--- src/rtl/kernel_jacobi_2d_addr_gen_if.sv ---
// rtl/kernel_jacobi_2d_addr_gen_if.sv - stencil address stream interface
interface kernel_jacobi_2d_addr_gen_if #(
  parameter int ADDR_W = 20
);
  logic [ADDR_W-1:0] addr_out;
  logic [2:0]        addr_tap;
  logic              addr_last;
  logic              addr_valid;
  logic              addr_ready;

  modport master (
    output addr_out, addr_tap, addr_last, addr_valid,
    input  addr_ready
  );

  modport slave (
    input  addr_out, addr_tap, addr_last, addr_valid,
    output addr_ready
  );
endinterface

--- src/rtl/kernel_jacobi_2d_addr_gen.sv ---
// rtl/kernel_jacobi_2d_addr_gen.sv - jacobi-2d 5-point stencil address generator
module kernel_jacobi_2d_addr_gen #(
  parameter int ROW_W  = 10,
  parameter int COL_W  = 11,
  parameter int ADDR_W = 20
) (
  input  logic              ap_clk,
  input  logic              ap_rst,
  input  logic              ap_start,
  output logic              ap_idle,
  output logic              ap_done,
  output logic              ap_ready,
  input  logic [ROW_W-1:0]  n_rows,
  input  logic [COL_W-1:0]  n_cols,
  output logic [ROW_W-1:0]  mul_din0,
  output logic [COL_W-1:0]  mul_din1,
  input  logic [ADDR_W-1:0] mul_dout,
  kernel_jacobi_2d_addr_gen_if.master addr_if
);

  typedef enum logic [1:0] {
    IDLE    = 2'd0,
    ROWBASE = 2'd1,
    EMIT    = 2'd2,
    DONE    = 2'd3
  } state_t;

  state_t            state_q, state_d;
  logic [ROW_W-1:0]  rows_q, rows_d;
  logic [COL_W-1:0]  cols_q, cols_d;
  logic [ROW_W-1:0]  i_q, i_d;
  logic [COL_W-1:0]  j_q, j_d;
  logic [ADDR_W-1:0] base_q, base_d;
  logic [ADDR_W-1:0] addr_out_q, addr_out_d;
  logic [2:0]        addr_tap_q, addr_tap_d;
  logic              addr_last_q, addr_last_d;
  logic              addr_valid_q, addr_valid_d;
  logic              done_q, done_d;
  logic [ROW_W-1:0]  mul_din0_q, mul_din0_d;
  logic [COL_W-1:0]  mul_din1_q, mul_din1_d;
  logic              xfer;
  logic [2:0]        tap_inc;

  // Linear address of one stencil tap around (row base, column j).
  function automatic logic [ADDR_W-1:0] tap_addr(
    input logic [ADDR_W-1:0] base,
    input logic [COL_W-1:0]  cols,
    input logic [COL_W-1:0]  j,
    input logic [2:0]        tap
  );
    logic [ADDR_W-1:0] c;
    logic [ADDR_W-1:0] jx;
    c  = ADDR_W'(cols);
    jx = ADDR_W'(j);
    case (tap)
      3'd0:    tap_addr = base - c + jx;
      3'd1:    tap_addr = base + jx - ADDR_W'(1);
      3'd2:    tap_addr = base + jx;
      3'd3:    tap_addr = base + jx + ADDR_W'(1);
      default: tap_addr = base + c + jx;
    endcase
  endfunction

  assign xfer    = addr_valid_q & addr_if.addr_ready;
  assign tap_inc = addr_tap_q + 3'd1;

  // Next-state, counters and the registered stream outputs.
  always_comb begin
    state_d      = state_q;
    rows_d       = rows_q;
    cols_d       = cols_q;
    i_d          = i_q;
    j_d          = j_q;
    base_d       = base_q;
    addr_out_d   = addr_out_q;
    addr_tap_d   = addr_tap_q;
    addr_last_d  = addr_last_q;
    addr_valid_d = addr_valid_q;
    done_d       = 1'b0;
    mul_din0_d   = mul_din0_q;
    mul_din1_d   = mul_din1_q;
    case (state_q)
      IDLE: begin
        if (ap_start) begin
          rows_d = n_rows;
          cols_d = n_cols;
          i_d    = ROW_W'(1);
          j_d    = COL_W'(1);
          if (n_rows < ROW_W'(3) || n_cols < COL_W'(3)) begin
            state_d = DONE;
            done_d  = 1'b1;
          end else begin
            state_d    = ROWBASE;
            mul_din0_d = ROW_W'(1);
            mul_din1_d = n_cols;
          end
        end
      end
      ROWBASE: begin
        // The product is combinational, so the first tap of the row can be
        // registered in the same cycle as the base.
        base_d       = mul_dout;
        addr_out_d   = tap_addr(mul_dout, cols_q, j_q, 3'd0);
        addr_tap_d   = 3'd0;
        addr_last_d  = 1'b0;
        addr_valid_d = 1'b1;
        state_d      = EMIT;
      end
      EMIT: begin
        if (xfer) begin
          if (addr_tap_q != 3'd4) begin
            addr_tap_d  = tap_inc;
            addr_out_d  = tap_addr(base_q, cols_q, j_q, tap_inc);
            addr_last_d = (tap_inc == 3'd4) && (i_q == rows_q - ROW_W'(2)) &&
                          (j_q == cols_q - COL_W'(2));
          end else if (j_q < cols_q - COL_W'(2)) begin
            j_d         = j_q + COL_W'(1);
            addr_tap_d  = 3'd0;
            addr_out_d  = tap_addr(base_q, cols_q, j_q + COL_W'(1), 3'd0);
            addr_last_d = 1'b0;
          end else if (i_q < rows_q - ROW_W'(2)) begin
            i_d          = i_q + ROW_W'(1);
            j_d          = COL_W'(1);
            mul_din0_d   = i_q + ROW_W'(1);
            addr_valid_d = 1'b0;
            addr_last_d  = 1'b0;
            state_d      = ROWBASE;
          end else begin
            addr_valid_d = 1'b0;
            addr_last_d  = 1'b0;
            done_d       = 1'b1;
            state_d      = DONE;
          end
        end
      end
      default: begin
        state_d = IDLE;
      end
    endcase
  end

  // State and datapath registers with synchronous reset.
  always_ff @(posedge ap_clk) begin
    if (ap_rst) begin
      state_q      <= IDLE;
      rows_q       <= '0;
      cols_q       <= '0;
      i_q          <= '0;
      j_q          <= '0;
      base_q       <= '0;
      addr_out_q   <= '0;
      addr_tap_q   <= '0;
      addr_last_q  <= 1'b0;
      addr_valid_q <= 1'b0;
      done_q       <= 1'b0;
      mul_din0_q   <= '0;
      mul_din1_q   <= '0;
    end else begin
      state_q      <= state_d;
      rows_q       <= rows_d;
      cols_q       <= cols_d;
      i_q          <= i_d;
      j_q          <= j_d;
      base_q       <= base_d;
      addr_out_q   <= addr_out_d;
      addr_tap_q   <= addr_tap_d;
      addr_last_q  <= addr_last_d;
      addr_valid_q <= addr_valid_d;
      done_q       <= done_d;
      mul_din0_q   <= mul_din0_d;
      mul_din1_q   <= mul_din1_d;
    end
  end

  assign ap_idle            = (state_q == IDLE);
  assign ap_done            = done_q;
  assign ap_ready           = done_q;
  assign mul_din0           = mul_din0_q;
  assign mul_din1           = mul_din1_q;
  assign addr_if.addr_out   = addr_out_q;
  assign addr_if.addr_tap   = addr_tap_q;
  assign addr_if.addr_last  = addr_last_q;
  assign addr_if.addr_valid = addr_valid_q;

endmodule

--- src/flat_wrapper.sv ---
// flat-port wrapper written by rule: the top's interface ports become plain ports
module kernel_jacobi_2d_addr_gen_flat 
#(
  parameter int ROW_W  = 10,
  parameter int COL_W  = 11,
  parameter int ADDR_W = 20
)
  (ap_clk, ap_rst, ap_start, ap_idle, ap_done, ap_ready, n_rows, n_cols, mul_din0, mul_din1, mul_dout, addr_if_addr_out, addr_if_addr_tap, addr_if_addr_last, addr_if_addr_valid, addr_if_addr_ready);
  kernel_jacobi_2d_addr_gen_if #(.ADDR_W(ADDR_W)) addr_if_i ();
  input  logic ap_clk;
  input  logic ap_rst;
  input  logic ap_start;
  output logic ap_idle;
  output logic ap_done;
  output logic ap_ready;
  input  logic [ROW_W-1:0] n_rows;
  input  logic [COL_W-1:0] n_cols;
  output logic [ROW_W-1:0] mul_din0;
  output logic [COL_W-1:0] mul_din1;
  input  logic [ADDR_W-1:0] mul_dout;
  output wire logic [$bits(addr_if_i.addr_out)-1:0] addr_if_addr_out;
  output wire logic [$bits(addr_if_i.addr_tap)-1:0] addr_if_addr_tap;
  output wire logic [$bits(addr_if_i.addr_last)-1:0] addr_if_addr_last;
  output wire logic [$bits(addr_if_i.addr_valid)-1:0] addr_if_addr_valid;
  input wire logic [$bits(addr_if_i.addr_ready)-1:0] addr_if_addr_ready;
  assign addr_if_addr_out = addr_if_i.addr_out;
  assign addr_if_addr_tap = addr_if_i.addr_tap;
  assign addr_if_addr_last = addr_if_i.addr_last;
  assign addr_if_addr_valid = addr_if_i.addr_valid;
  assign addr_if_i.addr_ready = addr_if_addr_ready;
  kernel_jacobi_2d_addr_gen #(.ROW_W(ROW_W), .COL_W(COL_W), .ADDR_W(ADDR_W)) u_core (.ap_clk(ap_clk), .ap_rst(ap_rst), .ap_start(ap_start), .ap_idle(ap_idle), .ap_done(ap_done), .ap_ready(ap_ready), .n_rows(n_rows), .n_cols(n_cols), .mul_din0(mul_din0), .mul_din1(mul_din1), .mul_dout(mul_dout), .addr_if(addr_if_i));
endmodule
--- config.mk ---
export PLATFORM = sky130hd
export DESIGN_NAME = kernel_jacobi_2d_addr_gen_flat
export DESIGN_NICKNAME = d
export VERILOG_FILES = /design/src/rtl/kernel_jacobi_2d_addr_gen_if.sv /design/src/rtl/kernel_jacobi_2d_addr_gen.sv /design/src/flat_wrapper.sv
export SDC_FILE = /design/constraint.sdc
export NUM_CORES = 1
export LEC_CHECK = 0
export BUFFER_PORTS_ARGS = -buffer_cell sky130_fd_sc_hd__buf_4
export CAP_MARGIN = 20
export CORE_ASPECT_RATIO = 1.2
export CORE_UTILIZATION = 66
export CTS_BUF_LIST = sky130_fd_sc_hd__clkbuf_8 sky130_fd_sc_hd__clkbuf_16
export CTS_CLUSTER_SIZE = 25
export DETAILED_ROUTE_END_ITERATION = 10
export PLACE_DENSITY = 0.89
export SYNTH_ARGS = -nofsm -noshare
export SYNTH_HDL_FRONTEND = slang
export SYNTH_SLANG_ARGS = --single-unit
--- constraint.sdc ---
create_clock -name ap_clk -period 7.99 [get_ports ap_clk]
set_input_delay 1.598 -clock ap_clk [delete_from_list [all_inputs] [get_ports ap_clk]]
set_output_delay 1.598 -clock ap_clk [all_outputs]
set_load 0.01 [all_outputs]
## Word-level counts from Yosys, hierarchy flattened

Cells that the tools add are included.

- Add/sub/neg operators: 15
- Order comparisons: 4
- Equality and inequality tests: 17
- Multiplexer cells: 45
- Bitwise gates (word level): 2
- Reduce and logical (&&, ||, !) cells: 16

Operators with widths:

| cell | number |
|---|---|
| $add 20x11->20 | 6 |
| $pmux 20 s4 | 1 |
| $mux 10 | 7 |
| $mux 20 | 3 |
| $mux 11 | 5 |
| $pmux 10 s2 | 2 |
| $pmux 20 s2 | 1 |
| $sub 20x11->20 | 2 |
| $pmux 11 s2 | 1 |
| $add 20x1->20 const B | 1 |
| $sub 20x1->20 const B | 1 |
| $mux 2 | 6 |
| $add 11x1->11 const B | 1 |
| $eq 11x11->1 | 1 |
| $lt 11x11->1 | 1 |
| $lt 11x2->1 const B | 1 |
| $mux 1 | 11 |
| $sub 11x2->11 const B | 1 |
| $add 10x1->10 const B | 1 |
| $eq 10x10->1 | 1 |
| $lt 10x10->1 | 1 |
| $lt 10x2->1 const B | 1 |
| $sub 10x2->10 const B | 1 |
| $mux 3 | 3 |
| 26 further kinds | 39 |

- Register bits after elaboration: 111
- Input port bits: 45
- Output and inout bits: 49
- Word-level logic and storage cells: 112

## Longest topological paths before layout

Gate-level depths: netlist of the first run.

- Depth after elaboration: 7
- Depth in mapped cells: 19
- Depth with buffers taken out: 19

## Least setup slack after synthesis of the first run

OpenSTA, ideal clock, no wires.

- Kind: register to register
- From: register u_core.j_q[0]
- To: register u_core.addr_out_q[19], in the netlist u_core.addr_if.addr_out[19]
- Setup time: 0.120 ns
- Arrival: 4.198 ns
- Required time: 7.870 ns
- Setup slack: 3.673 ns
- Cell stages (with the launch flop): 19
- Buffers on the path: 0
- Period minus slack after synthesis: 4.317 ns
- Path through: dfxtp_1 -> ha_1 -> fa_1 -> a211oi_1 -> o21bai_1 -> a2111oi_0 -> o221ai_1 -> nand2_1 -> xnor2_1 -> ha_1 -> nand4_1 -> o21bai_1 -> a2111o_1 -> o2111ai_1 -> a21oi_1 -> a211oi_1 -> xnor2_1 -> o21ai_0 -> o31a_1

- Cells in the longest elaborated chain, start to end: 6
- Elaborated cells between the ends (all ways): 16
- Classes of those cells: add/sub: 8; order compare: 1; eq/ne: 1; mux: 5; reduce/logical: 1

Ends and longest elaborated chain:

| element | line | text |
|---|---|---|
| from (decl) | kernel_jacobi_2d_addr_gen.sv:32 | `logic [COL_W-1:0] j_q, j_d;` |
| from (signal assigned) | kernel_jacobi_2d_addr_gen.sv:163 | `j_q <= j_d;` |
| $add 20x11->20 / $add 11x1->11 (equally long branches) | n/a |  |
| $add 20x1->20 (tied with other cells) | kernel_jacobi_2d_addr_gen.sv:59 | `3'd3: tap_addr = base + jx + ADDR_W'(1);` |
| $pmux 20 s4 / $mux 20 (equally long branches) | kernel_jacobi_2d_addr_gen.sv:55, kernel_jacobi_2d_addr_gen.sv:116 |  |
| $mux 20 | kernel_jacobi_2d_addr_gen.sv:111 | `if (addr_tap_q != 3'd4) begin` |
| $mux 20 | kernel_jacobi_2d_addr_gen.sv:110 | `if (xfer) begin` |
| $pmux 20 s2 | kernel_jacobi_2d_addr_gen.sv:82 | `case (state_q)` |
| to (signal assigned) | kernel_jacobi_2d_addr_gen.sv:165 | `addr_out_q <= addr_out_d;` |
| to (decl) | kernel_jacobi_2d_addr_gen.sv:34 | `logic [ADDR_W-1:0] addr_out_q, addr_out_d;` |

Several ways; a longest one is shown, not always the timed one. The select of a mux whose other input is x is not followed.
A chain may end at the register's enable or synchronous reset.

## Final worst setup path of the first run

Same ends and word-level chain as after synthesis.

==> results.ini, run 1 <==
[place]
post-place-ws_ns=2.80
dp_cells=1810
portBuffers=93
gp_congestion=0.955
hpwl_mm=28.4

[clocking]
cts_hold_buffers=0
clk_latency_ns=0.36
cts_tree=done
clock-root-buffer=clkbuf_16
numCtsBuffers=9
htreeDepth=3
cts_max_path_buffers=2
cts_resized=0
postCtsSetupBuffers=0
path_clk_slew_ns=0.08
cts.sinks=111

[synth]
ys_types=76
synth_seq_cells=111
netlist_instances=1547
synth_area_mm2=0.0118
synthFlopType=dfxtp_1
syn_nets=1747
yosys_warnings=0
postSynthAreaPerCell_um2=7.63
synth_edf_count=0
ys_seq_area_share_pct=18.8
synthArstFlopShare_pct=0

[die]
num_io_pins=94
core_area_mm2=0.0175
start_util_pct=67.4
dieHeight_um=148
num_rows=53
die_area_mm2=0.0184
die_w_um=124

[routing]
finalWirelength_mm=36.2
drt_iter0_drc=1167
ant_nets=0
wl_per_cell_um=19.8
vias=12086
dr.pass1.iters=6
viasPerCell=6.62
drc=0

[timing]
rsz0062_at_grt=false
max_freq_ghz=0.187
finalClockSkew_ns=0.0136
slew_headroom_pct=27.2
maxSlewViolCount=0
fin_ws_ns=2.63
fin_crit_ns=5.36
setup-tns-final_ns=0
worst_pin_slew_ns=1.09
setup_violations=0
hold_viol_final=0
min_period_over_period_pct=67.1

[critical_path]
cp_slowest_cell=a2111oi_0
path_class=flop to flop
required_ns=8.24
crit_chain=ha_1 > fa_1 > a211oi_1 > o21bai_1 > a2111oi_0 > o221ai_1 > nand2_1 > xnor2_1 > ha_1 > nand4_1 > o21bai_1 > a2111o_1 > o2111ai_1 > a21oi_1 > a211oi_1 > xnor2_1 > o21ai_0 > o31a_1
max_stage_delay_ns=0.93
worst_setup_path_start_kind=flop
critPathCaptureType=flop
cp.arrival_ns=5.61
cp_max_fo=6

[global_route]
grt_max_degree=63
grt_pass1_wl_mm=58.1
grt_pass1_vias=11642
gr-total-overflow=0
track_usage_pct=40.2
antenna_found_initial=0

[worst_hold_path]
min_path_type=flop to flop

[finish]
postLayoutCoreUtil_pct=73.8
syn2layout_area_growth_pct=9.53
antenna_cells=0
fin_cells=1826
drive_above_1_share_pct=8.84
final_nets=1801

[run]
cap_violations=0

[power]
leakage_uw=0.00569
ir_drop_v=0.000188
power_uw=4130
p_per_area_mw_per_mm2=319

[outcome]
outcome=complete, no violations

[per-stage QoR]
step           hold WS [ns]  cell area [um2]
6_report              0.463            12900
5_1_grt               0.490            12900
4_1_cts               0.466            12900
3_5_place_dp          0.452            12600
3_3_place_gp          0.440            12600
2_1_floorplan         0.440            11800
[sequential cells by signal, indices dropped and copies added, names as in the netlist]
signal,count
u_core.j_q,11
u_core.addr_if.addr_last,1
u_core.base_q,20
u_core.addr_if.addr_out,20
u_core.rows_q,10
u_core.mul_din0,10
u_core.state_q,2
u_core.addr_if.addr_valid,1
u_core.addr_if.addr_tap,3
u_core.i_q,10
u_core.cols_q,11
u_core.mul_din1,11
u_core.ap_done,1
[cell families after synthesis]
kind of cell    Yosys count  share of synthesized area, %
flops                   111                          18.8
buf+inv                 171                          5.60
simple gates            523                          21.2
mux                      48                          4.08
fa+ha+maj               155                          18.2
compound gates          410                          22.5
xor+xnor                129                          9.57
[final cells by class]
type	instances	area [um2]
Clock buffer	9	225
Clock inverter	7	86.3
Fill cell	1401	4580
Inverter	110	413
Multi-Input combinational cell	1265	8930
Sequential cell	111	2220
Tap cell	220	275
Timing Repair Buffer	104	781
[cell usage after synthesis, drive strengths merged (8+ instances only)]
master	n	area, um2
a221oi	14	129
nand3	61	305
a21o	27	204
and3	22	139
fa	28	561
a211oi	25	188
xnor2	93	815
nand2b	22	138
a22oi	12	90.1
dfxtp	111	2220
mux2i	47	470
nand2	129	484
xor2	36	315
o22ai	9	56.3
and2	14	88.8
nor2	154	578
o21ai	90	450
clkbuf	46	173
or3	19	126
o21bai	9	67.6
ha	127	1590
nand4	16	100
buf	15	75.1
o2111ai	8	70.1
inv	110	413
nor3	34	170
a31oi	15	93.8
a21oi	117	586
nor4	10	62.6
o221ai	9	78.8
o21a	15	113
nor2b	15	93.8
[placed cells by master, fill, tap and decap left out, types with 16 or more instances in the layout]
| master | synthesis | final |
|---|---|---|
| nor3_1 | 34 | 34 |
| nand2_1 | 129 | 129 |
| xnor2_1 | 93 | 93 |
| or3_1 | 16 | 16 |
| inv_1 | 110 | 110 |
| nand3_1 | 61 | 61 |
| o21ai_0 | 87 | 87 |
| xor2_1 | 36 | 36 |
| nand2b_1 | 22 | 22 |
| a21oi_1 | 117 | 117 |
| ha_1 | 127 | 127 |
| nand4_1 | 16 | 16 |
| and3_1 | 21 | 21 |
| a21o_1 | 26 | 26 |
| fa_1 | 28 | 28 |
| dfxtp_1 | 111 | 111 |
| buf_4 | 4 | 104 |
| a211oi_1 | 25 | 24 |
| nor2_1 | 154 | 154 |
| mux2i_1 | 47 | 47 |
[worst max-delay path, delay by kind of cell (launching register included)]
| kind | cells | cell delay (ns) |
|---|---|---|
| simple gates | 2 | 0.36 |
| xor+xnor | 2 | 0.24 |
| compound gates | 11 | 3.27 |
| fa+ha+maj | 3 | 1.05 |
| flops | 1 | 0.35 |
[power breakdown]
group / internal (uW) / switching, uW / leakage (uW)
sequential: 658 / 149 / 0.000906
combinational: 1180 / 1670 / 0.00463
clock: 250 / 229 / 0.000150
total: 2080 / 2040 / 0.00569
[path summary, 6_finish.rpt]
path | start | to | slack, ns | depth (start not counted)
max | u_core.j_q[0] | u_core.addr_if.addr_out[19] | 2.63 | 18
min | u_core.addr_if.addr_out[0] | u_core.addr_if.addr_out[0] | 0.46 | 2
max reg2reg | u_core.j_q[0] | u_core.addr_if.addr_out[19] | 2.63 | 18
min reg2reg | u_core.addr_if.addr_out[0] | u_core.addr_if.addr_out[0] | 0.46 | 2
[layer usage]
metal,global-route usage [%],wire length (um)
met5,0,0
met4,19.6,1850
met3,8.51,3480
met2,66.6,17100
met1,48.9,13800
No activity file was read; power rests on OpenSTA's default activity.
==> run 2: changes to the inputs <==
CORE_UTILIZATION = 62   (was 66)
PLACE_DENSITY = 0.84   (was 0.89)
clock period = 5.5 ns   (was 7.99 ns; I/O delays follow)
==> run 2 against run 1 <==
Net effect:
- core utilization down 2.9 points
- final cell count up 2.4%
- global-route usage down 3.6 points
- die area up 6.4%
- clock skew down 0.0023 ns
- largest power group unchanged
- flip-flop and latch count unchanged
- first-iteration DRC count down 17%
- sequential share of layout area down 0.14 points
- largest cell class unchanged
- combinational power up 45%
- highest routed layer unchanged
- sequential power up 44%
- setup slack worse by 1.9 ns
- maximum frequency up 12%
==> results.ini, run 2 (synthesized netlist as in run 1, its figures left out) <==
[global_route]
grt_max_degree=66  ; +4.8%
grt_pass1_vias=11305  ; -2.9%
track_usage_pct=36.7  ; -3.6 points
antenna_found_initial=0  ; unchanged
gr-total-overflow=0  ; unchanged
grt_pass1_wl_mm=56.8  ; -2.2%

[run]
cap_violations=0  ; unchanged

[clocking]
cts_resized=0  ; unchanged
postCtsSetupBuffers=0  ; unchanged
cts_hold_buffers=0  ; unchanged
clk_latency_ns=0.36  ; about the same
path_clk_slew_ns=0.08  ; about the same
cts_max_path_buffers=2  ; unchanged
numCtsBuffers=9  ; unchanged
htreeDepth=3  ; unchanged
cts.sinks=111  ; unchanged
cts_tree=done
clock-root-buffer=clkbuf_16

[routing]
ant_nets=0  ; unchanged
dr.pass1.iters=6  ; unchanged
drc=0  ; unchanged
vias=11892  ; -1.6%
wl_per_cell_um=19.1  ; -3.5%
finalWirelength_mm=35.8  ; -1.3%
viasPerCell=6.36  ; -3.9%
drt_iter0_drc=963  ; -17%

[worst_hold_path]
min_path_type=flop to flop
min_from=u_core.addr_if.addr_out[1]

[critical_path]
rrSetupSlack_ns=0.70  ; -1.92 ns
cp.arrival_ns=5.05  ; -0.56 ns
required_ns=5.76  ; -2.48 ns
worst_setup_path_start_kind=flop
rr_startpoint=u_core.j_q[1]
cp_max_fo=8  ; +2
worstSetupStartpoint=u_core.j_q[1]
path_class=flop to flop
critPathCaptureType=flop

[finish]
postLayoutCoreUtil_pct=70.9  ; -2.9 points
final_area_mm2=0.0130  ; +0.84%
final_cell_mix=nor2_1 (154), nand2_1 (129), ha_1 (126)
final_common_cell=nor2_1
final_nets=1812  ; +0.61%
antenna_cells=0  ; unchanged
syn2layout_area_growth_pct=10.5
drive_above_1_share_pct=9.46  ; +0.62 points

[place]
hpwl_mm=28.2  ; -0.66%
portBuffers=93  ; unchanged
placed_area_mm2=0.0127  ; +0.99%
gp_congestion=0.986  ; +3.2%
post-place-ws_ns=0.735  ; -2.07 ns

[timing]
hold_viol_final=0  ; unchanged
max_freq_ghz=0.209  ; +12%
slew_headroom_pct=32.5  ; +5.2 points
worst_pin_slew_ns=1.01  ; -0.0761 ns
fin_ws_ns=0.705  ; -1.92 ns
setup-tns-final_ns=0  ; unchanged
setup_violations=0  ; unchanged
fin_crit_ns=4.80  ; -0.565 ns
holdWs_ns=0.459  ; -0.00344 ns
maxSlewViolCount=0  ; unchanged
rsz0062_at_grt=false
min_period_over_period_pct=87.2  ; +20 points
finalClockSkew_ns=0.0112  ; -0.00232 ns

[die]
dieHeight_um=153  ; +3.1%
die_area_mm2=0.0196  ; +6.4%
num_rows=54  ; +1.9%
die_w_um=128  ; +3.1%
start_util_pct=64.2  ; -3.2 points
core_area_mm2=0.0184  ; +5.0%
num_io_pins=94  ; unchanged

[power]
p_per_area_mw_per_mm2=456  ; +43%
leakage_uw=0.00573  ; +0.82%
ir_drop_v=0.000295  ; +57%

[outcome]
outcome=complete, no violations

==> run 2: cell type report <==
class                           instances  area, um2
Clock buffer                            9        225
Clock inverter                          7       70.1
Sequential cell                       111       2220
Fill cell                            1596       5340
Tap cell                              252        315
Timing Repair Buffer                  115        863
Multi-Input combinational cell       1265       8930
Inverter                              110        413
==> run 2: power by group <==
| group | total (uW) | internal [uW] | switching, uW |
|---|---|---|---|
| combinational | 4120 | 1730 | 2390 |
| sequential | 1160 | 956 | 208 |
| clock | 663 | 320 | 344 |
==> run 2: routing by layer <==
metal,up-vias,share of wire (%),global-route usage (%)
li1,5684,-,-
met2,535,47,62.2
met1,5578,41,46.4
met3,95,8.2,5.32
met4,0,3.7,14.9
met5,-,0,0
==> run 2: worst paths after layout <==
check / to / cells past startpoint
worst max register to register: u_core.addr_if.addr_out[19] / 16
worst min register to register: u_core.addr_if.addr_out[1] / 2
worst max-delay path: u_core.addr_if.addr_out[19] / 16
worst min-delay path: u_core.addr_if.addr_out[1] / 2
==> run 2: metrics by stage <==
stage | total power, uW | cells
floorplan | 4130 | 1547
global placement | 5120 | 1853
detailed placement | 5170 | 1853
CTS | 5860 | 1869
global route | 6350 | 1869
finish | 5950 | 1869
==> run 2: worst max-delay path, cell delays in order, from the launching register on <==
cell and delay, ns:
dfxtp_1 0.57, ha_1 0.32, a211oi_1 0.31, o21ai_0 0.22, a211oi_1 0.65, a21oi_1 0.24, nor2_1 0.20, ha_1 0.32
a21oi_1 0.19, nand2_1 0.09, a2111o_1 0.44, o2111ai_1 0.27, a21oi_1 0.10, a211oi_1 0.26, xnor2_1 0.15, o21ai_0 0.09
o31a_1 0.26
